$ cat src/rtl/xbar_switch_n_if.sv
// xbar_switch_n_if: source/sink handshake bundle of the N-port crossbar
interface xbar_switch_n_if #(
  parameter int AW_DEV = 2,
  parameter int N_PORT = 4,
  parameter int DW     = 4,
  parameter int DEPTH  = 2
);
  logic [N_PORT-1:0]           validtx_i, acktx_o, validrx_o, ackrx_i, full_o;
  logic [N_PORT*AW_DEV-1:0]    adr_i;
  logic [N_PORT*DW-1:0]        dat_i, dat_o;
  logic [N_PORT*(DEPTH+1)-1:0] count_o;
  logic                        adr_err_o;
  modport master (output validtx_i, adr_i, dat_i, ackrx_i,
                  input  acktx_o, validrx_o, dat_o, full_o, count_o, adr_err_o);
  modport slave  (input  validtx_i, adr_i, dat_i, ackrx_i,
                  output acktx_o, validrx_o, dat_o, full_o, count_o, adr_err_o);
endinterface

$ cat src/rtl/xbar_switch_n.sv
// xbar_switch_n: N-port crossbar with a round-robin arbiter and FWFT FIFO per destination
module xbar_switch_n #(
  parameter int AW_DEV = 2,
  parameter int N_PORT = 4,
  parameter int DW     = 4,
  parameter int DEPTH  = 2
) (
  input logic          clk_i,
  input logic          rst_i,
  xbar_switch_n_if.slave bus
);
  localparam int N_ENT = 1 << DEPTH;
  localparam logic [DEPTH:0] FULL = (DEPTH+1)'(N_ENT);
  logic [DW-1:0]     mem [N_PORT][N_ENT];
  logic [DEPTH-1:0]  wr_ptr [N_PORT];
  logic [DEPTH-1:0]  rd_ptr [N_PORT];
  logic [DEPTH:0]    cnt [N_PORT];
  logic [AW_DEV-1:0] ptr [N_PORT];
  logic [AW_DEV-1:0] src [N_PORT];
  logic [N_PORT-1:0] push, pop, bad;
  logic              adr_err;

  function automatic int rr_idx(logic [AW_DEV-1:0] base, int k);
    return (int'(base) + k) % N_PORT;
  endfunction

  // Round-robin grant per destination starting after its last winner; a full FIFO only accepts alongside a pop
  always_comb begin
    push = '0;
    bad  = '0;
    pop  = '0;
    for (int p = 0; p < N_PORT; p++)
      bad[p] = bus.validtx_i[p] && int'(bus.adr_i[p*AW_DEV +: AW_DEV]) >= N_PORT;
    for (int d = 0; d < N_PORT; d++) begin
      src[d] = '0;
      pop[d] = cnt[d] != '0 && bus.ackrx_i[d];
      for (int k = 1; k <= N_PORT; k++)
        if (!push[d] && (cnt[d] != FULL || pop[d]) && bus.validtx_i[rr_idx(ptr[d], k)] &&
            int'(bus.adr_i[rr_idx(ptr[d], k)*AW_DEV +: AW_DEV]) == d) begin
          push[d] = 1'b1;
          src[d]  = AW_DEV'(rr_idx(ptr[d], k));
        end
    end
  end

  // FIFO pointers, occupancy, arbiter history and the dropped-address pulse
  always_ff @(posedge clk_i or posedge rst_i)
    if (rst_i) begin
      for (int d = 0; d < N_PORT; d++) begin
        ptr[d]    <= AW_DEV'(N_PORT - 1);
        wr_ptr[d] <= '0;
        rd_ptr[d] <= '0;
        cnt[d]    <= '0;
      end
      adr_err <= 1'b0;
    end else begin
      for (int d = 0; d < N_PORT; d++) begin
        if (push[d]) begin
          ptr[d]    <= src[d];
          wr_ptr[d] <= wr_ptr[d] + DEPTH'(1);
        end
        if (pop[d]) rd_ptr[d] <= rd_ptr[d] + DEPTH'(1);
        cnt[d] <= cnt[d] + (DEPTH+1)'(push[d]) - (DEPTH+1)'(pop[d]);
      end
      adr_err <= |bad;
    end

  // Storage carries no reset so it can map onto plain RAM; stale words are masked by empty state
  always_ff @(posedge clk_i)
    for (int d = 0; d < N_PORT; d++)
      if (push[d]) mem[d][wr_ptr[d]] <= bus.dat_i[int'(src[d])*DW +: DW];

  // Source acks, FIFO status and first-word-fall-through heads
  always_comb begin
    bus.acktx_o = bad;
    for (int d = 0; d < N_PORT; d++)
      for (int p = 0; p < N_PORT; p++)
        if (push[d] && int'(src[d]) == p) bus.acktx_o[p] = 1'b1;
    if (rst_i) bus.acktx_o = '0;
    for (int d = 0; d < N_PORT; d++) begin
      bus.validrx_o[d]                    = cnt[d] != '0;
      bus.full_o[d]                       = cnt[d] == FULL;
      bus.count_o[d*(DEPTH+1) +: DEPTH+1] = cnt[d];
      bus.dat_o[d*DW +: DW]               = cnt[d] != '0 ? mem[d][rd_ptr[d]] : '0;
    end
    bus.adr_err_o = adr_err;
  end
endmodule

$ cat src/flat_wrapper.sv
// flat-port wrapper written by rule: the top's interface ports become plain ports
module xbar_switch_n_flat 
#(
  parameter int AW_DEV = 2,
  parameter int N_PORT = 4,
  parameter int DW     = 4,
  parameter int DEPTH  = 2
)
  (clk_i, rst_i, bus_validtx_i, bus_adr_i, bus_dat_i, bus_ackrx_i, bus_acktx_o, bus_validrx_o, bus_dat_o, bus_full_o, bus_count_o, bus_adr_err_o);
  xbar_switch_n_if #(.AW_DEV(AW_DEV), .N_PORT(N_PORT), .DW(DW), .DEPTH(DEPTH)) bus_i ();
  input logic clk_i;
  input logic rst_i;
  input wire logic [$bits(bus_i.validtx_i)-1:0] bus_validtx_i;
  input wire logic [$bits(bus_i.adr_i)-1:0] bus_adr_i;
  input wire logic [$bits(bus_i.dat_i)-1:0] bus_dat_i;
  input wire logic [$bits(bus_i.ackrx_i)-1:0] bus_ackrx_i;
  output wire logic [$bits(bus_i.acktx_o)-1:0] bus_acktx_o;
  output wire logic [$bits(bus_i.validrx_o)-1:0] bus_validrx_o;
  output wire logic [$bits(bus_i.dat_o)-1:0] bus_dat_o;
  output wire logic [$bits(bus_i.full_o)-1:0] bus_full_o;
  output wire logic [$bits(bus_i.count_o)-1:0] bus_count_o;
  output wire logic [$bits(bus_i.adr_err_o)-1:0] bus_adr_err_o;
  assign bus_i.validtx_i = bus_validtx_i;
  assign bus_i.adr_i = bus_adr_i;
  assign bus_i.dat_i = bus_dat_i;
  assign bus_i.ackrx_i = bus_ackrx_i;
  assign bus_acktx_o = bus_i.acktx_o;
  assign bus_validrx_o = bus_i.validrx_o;
  assign bus_dat_o = bus_i.dat_o;
  assign bus_full_o = bus_i.full_o;
  assign bus_count_o = bus_i.count_o;
  assign bus_adr_err_o = bus_i.adr_err_o;
  xbar_switch_n #(.AW_DEV(AW_DEV), .N_PORT(N_PORT), .DW(DW), .DEPTH(DEPTH)) u_core (.clk_i(clk_i), .rst_i(rst_i), .bus(bus_i));
endmodule
$ cat config.mk
export PLATFORM = sky130hd
export DESIGN_NAME = xbar_switch_n_flat
export DESIGN_NICKNAME = d
export VERILOG_FILES = /design/src/rtl/xbar_switch_n_if.sv /design/src/rtl/xbar_switch_n.sv /design/src/flat_wrapper.sv
export SDC_FILE = /design/constraint.sdc
export NUM_CORES = 1
export LEC_CHECK = 0
export ABC_AREA = 1
export BUFFER_PORTS_ARGS = -buffer_cell sky130_fd_sc_hd__buf_2
export CORE_AREA = 4 4 116 162
export CTS_BUF_LIST = sky130_fd_sc_hd__clkbuf_8 sky130_fd_sc_hd__clkbuf_16
export CTS_CLUSTER_SIZE = 20
export DETAILED_ROUTE_END_ITERATION = 8
export DIE_AREA = 0 0 120 166
export GPL_TIMING_DRIVEN = 0
export PLACE_DENSITY = 0.57
export RECOVER_POWER = 25
export SLEW_MARGIN = 20
export SYNTH_ARGS = -nofsm -noshare
export SYNTH_HDL_FRONTEND = slang
export SYNTH_SLANG_ARGS = --single-unit
export TNS_END_PERCENT = 50
$ cat constraint.sdc
create_clock -name clk_i -period 6.2 [get_ports clk_i]
set_input_delay 0.93 -clock clk_i [delete_from_list [all_inputs] [get_ports clk_i]]
set_output_delay 0.93 -clock clk_i [all_outputs]
set_load 0.05 [all_outputs]
==> results.md <==
- Status: completed
- Boundary Pins: 75
- Cell Area, Synth: about 0.007 mm²
- Setup repair after global routing missed its margin: false
- Post-synthesis cell type with the largest combined area: edfxtp_1
- Crit Path Class: in2out
- Antenna diode count: 0
- Vertical die dimension: between 150 and 200 µm
- Overall track demand over capacity in global routing: around 17%
- Number of filler instances in the final layout: between 1500 and 2000
- Initial DRC Count: around 280
- Mean post-synth cell area: between 7 and 8 µm²
- Clock tree from TritonCTS: yes
- Total CTS buffers: 9
- Max-cap check violation count: 0
- Weighted congestion reported at the end of routability-driven placement: between 0.8 and 0.9
- Final WL: between 15 and 20 mm
- Maximum level of the CTS H-tree: 3
- Post-synthesis net count: slightly below 1000
- Via count of the first global-routing pass: between 5000 and 6000
- Routed wire per std cell: 13.2 µm
- Input/output buffers: 70
- Mean number of vias per cell: between 4 and 5
- HPWL after detailed placement: approximately 13 mm
- Synth area leaders: edfxtp_1, nand2_1, dfrtp_1, nor2_1, inv_1
- Fraction of the yosys area taken by sequential cells: between 40 and 50%
- Area added between synthesis and finish: 14.0%
- Initial core utilization: between 30% and 40%
- Path category of the worst min-delay check: reg2reg
- Endpoint of the worst hold-timing path: u_core.wr_ptr[4]
- Flops & latches, synth: 100
- Final period util: roughly 65%
- Final routed DRC violation total: 0
- Total Die Area: 0.0199 mm²
- Worst r2r dst: u_core.bus.count_o[2]
- Launch point of the worst hold path: u_core.wr_ptr[4]
- Clock Root Buffer: clkbuf_16
- Count of instances resized after the clock tree is built: 0
- Count of cells along the worst register-to-register path: 15
- Maximum net fanout on the critical path: 6
- Share of synthesized registers carrying an async set or reset: between 30 and 40%
- Final ANT Viol Nets: 0
- Vias: 5896
- Clock edge transition at the registers on the reported setup and hold paths: 0.06 ns
- Hold Path Cell Cnt: 1
- Largest buffer count on any clock path: 2
- Worst reg2reg path startpoint: u_core.ptr[6]
- Drt first pass iters: 5
- Crit start category: primary input
- Count leader, synth: nand2_1
- Proportion of layout cells with a drive suffix above 1: about 15%
- Worst relative slew slack: 28.0%
- Row count: 57
- Clk_skew: a little under 0.006 ns
- Area of combinational cells with multiple inputs: 0.00331 mm²
- Slew at the pin closest to its max-slew limit: approximately 1.1 ns
- Slack of the worst reg-to-reg path: roughly 3.4 ns
- Insertion delay to the later sink of the worst-skew pair: 0.34 ns
- Number of flops mapped to enable cells by yosys: 64
- Hold bufs inserted after CTS: 0
- Number of setup buffers added after CTS: 0
- Synth Instances: 913
- Die boundary width: 120 µm
- Core ar.: roughly 0.017 mm²
- Cell variety after synth: 35
- Type of destination of the critical path: primary output
- Fraction of post-synthesis cell area in the top cell type by area: between 20% and 30%
- Clock net sink count: 100
- Upper clock frequency limit: 248 MHz
- Worst endpoint data arrival time: just over 3 ns
- Final net count: 1057
- Number of warnings reported in the yosys synthesis log: 0
- Slew Limit Fails: 0
- Fin. Hold Viols: 0
- Wire length of the first global-routing pass: roughly 28 mm
- Post-route minimum period: just over 4 ns
- Number of antenna violations at the first check in global routing: 4
- Ys flop type: edfxtp_1
- Leading cell types by count after synthesis: nand2_1, nor2_1, inv_1, edfxtp_1, nand3_1
- Global-route congestion overflow total: 0
- Setup TNS after final layout: 0 ns
- # setup viols final: 0
- Register Area: 0.00283 mm²
- Data required time at the worst endpoint: between 5 and 6 ns
- Largest net degree at the start of global routing: 20
-- final cells by class --
class	count	share of cell area [%]
Tap cell	236	3.80
Inverter	123	6.17
Clock buffer	11	3.40
Multi-Input combinational cell	667	42.6
Sequential cell	100	36.5
Clock inverter	5	0.966
Timing Repair Buffer	71	4.35
Buffer	23	2.25
-- cell families after synthesis --
logic type	Yosys count	share of synthesized area (%)
other	1	0.0550
DFF	100	41.6
adders and majority gates	28	5.58
and+or+nand+nor	524	33.2
AOI/OAI and AO/OA	94	7.38
xor gates and xnor gates	20	2.57
buffers and inverters	146	9.61
-- layout by cell type, fill, tap and decap left out, types with 8 or more instances in the layout --
master,count
a21oi_1,28
buf_2,62
buf_6,8
clkbuf_1,18
clkbuf_16,10
dfrtp_1,28
dfstp_2,8
edfxtp_1,64
ha_1,24
inv_1,111
inv_2,9
nand2_1,264
nand2_2,14
nand3_1,52
nand4_1,17
nor2_1,149
nor2_2,8
o21ai_0,52
xor2_1,15
-- worst max-delay path by stage --
stage,from,endpoint,depth (start not counted)
after floorplan,u_core.bus.count_o[5],bus_acktx_o[1],14
after detailed placement,bus_validtx_i[3],bus_acktx_o[2],17
final,bus_validtx_i[3],bus_acktx_o[1],17
after global routing,bus_validtx_i[3],bus_acktx_o[1],17
after global placement,bus_validtx_i[3],bus_acktx_o[2],17
after CTS,bus_validtx_i[3],bus_acktx_o[2],17
-- sequential cells by signal, indices dropped and copies added, names as in the netlist --
signal              count
u_core.bus.count_o     12
u_core.rd_ptr           8
u_core.ptr              8
u_core.mem             64
u_core.wr_ptr           8
-- layer usage --
metal | vias up | GRT usage, % | wire length, µm
met3 | 37 | 2.96 | 771
met4 | 8 | 6.43 | 471
met2 | 130 | 30.0 | 8240
met1 | 2670 | 20.5 | 6800
met5 | - | 0 | 59
li1 | 3051 | - | -
-- through the flow --
step                std cells  hold slack [ns]  utilization [%]  setup WS, ns  instance area [µm²]
floorplan                 913            0.494                -          1.63                 6810
finish                   1236            0.537             44.8          2.17                 7770
detailed placement       1220            0.522             43.2          2.28                 7490
CTS                      1236            0.536             45.2          2.27                 7830
global placement         1219            0.516             43.0          2.25                 7460
global route             1236            0.547             44.8          1.98                 7770
-- worst max-delay path: stages --
cell and delay, ns:
buf_2 0.13, inv_1 0.19, nand2_1 0.10, nand2_1 0.08, nor2_1 0.04, nand2_1 0.06
nand2_1 0.09, o21ai_0 0.24, nand3_1 0.17, nand2_1 0.13, nand2_2 0.11, inv_1 0.18
nand2_1 0.08, nand2_1 0.07, nor2_1 0.05, nor2_1 0.14, buf_2 0.29
Power is not shown: default switching activity piles up to over one toggle a cycle in this logic, so the estimate is an artifact.
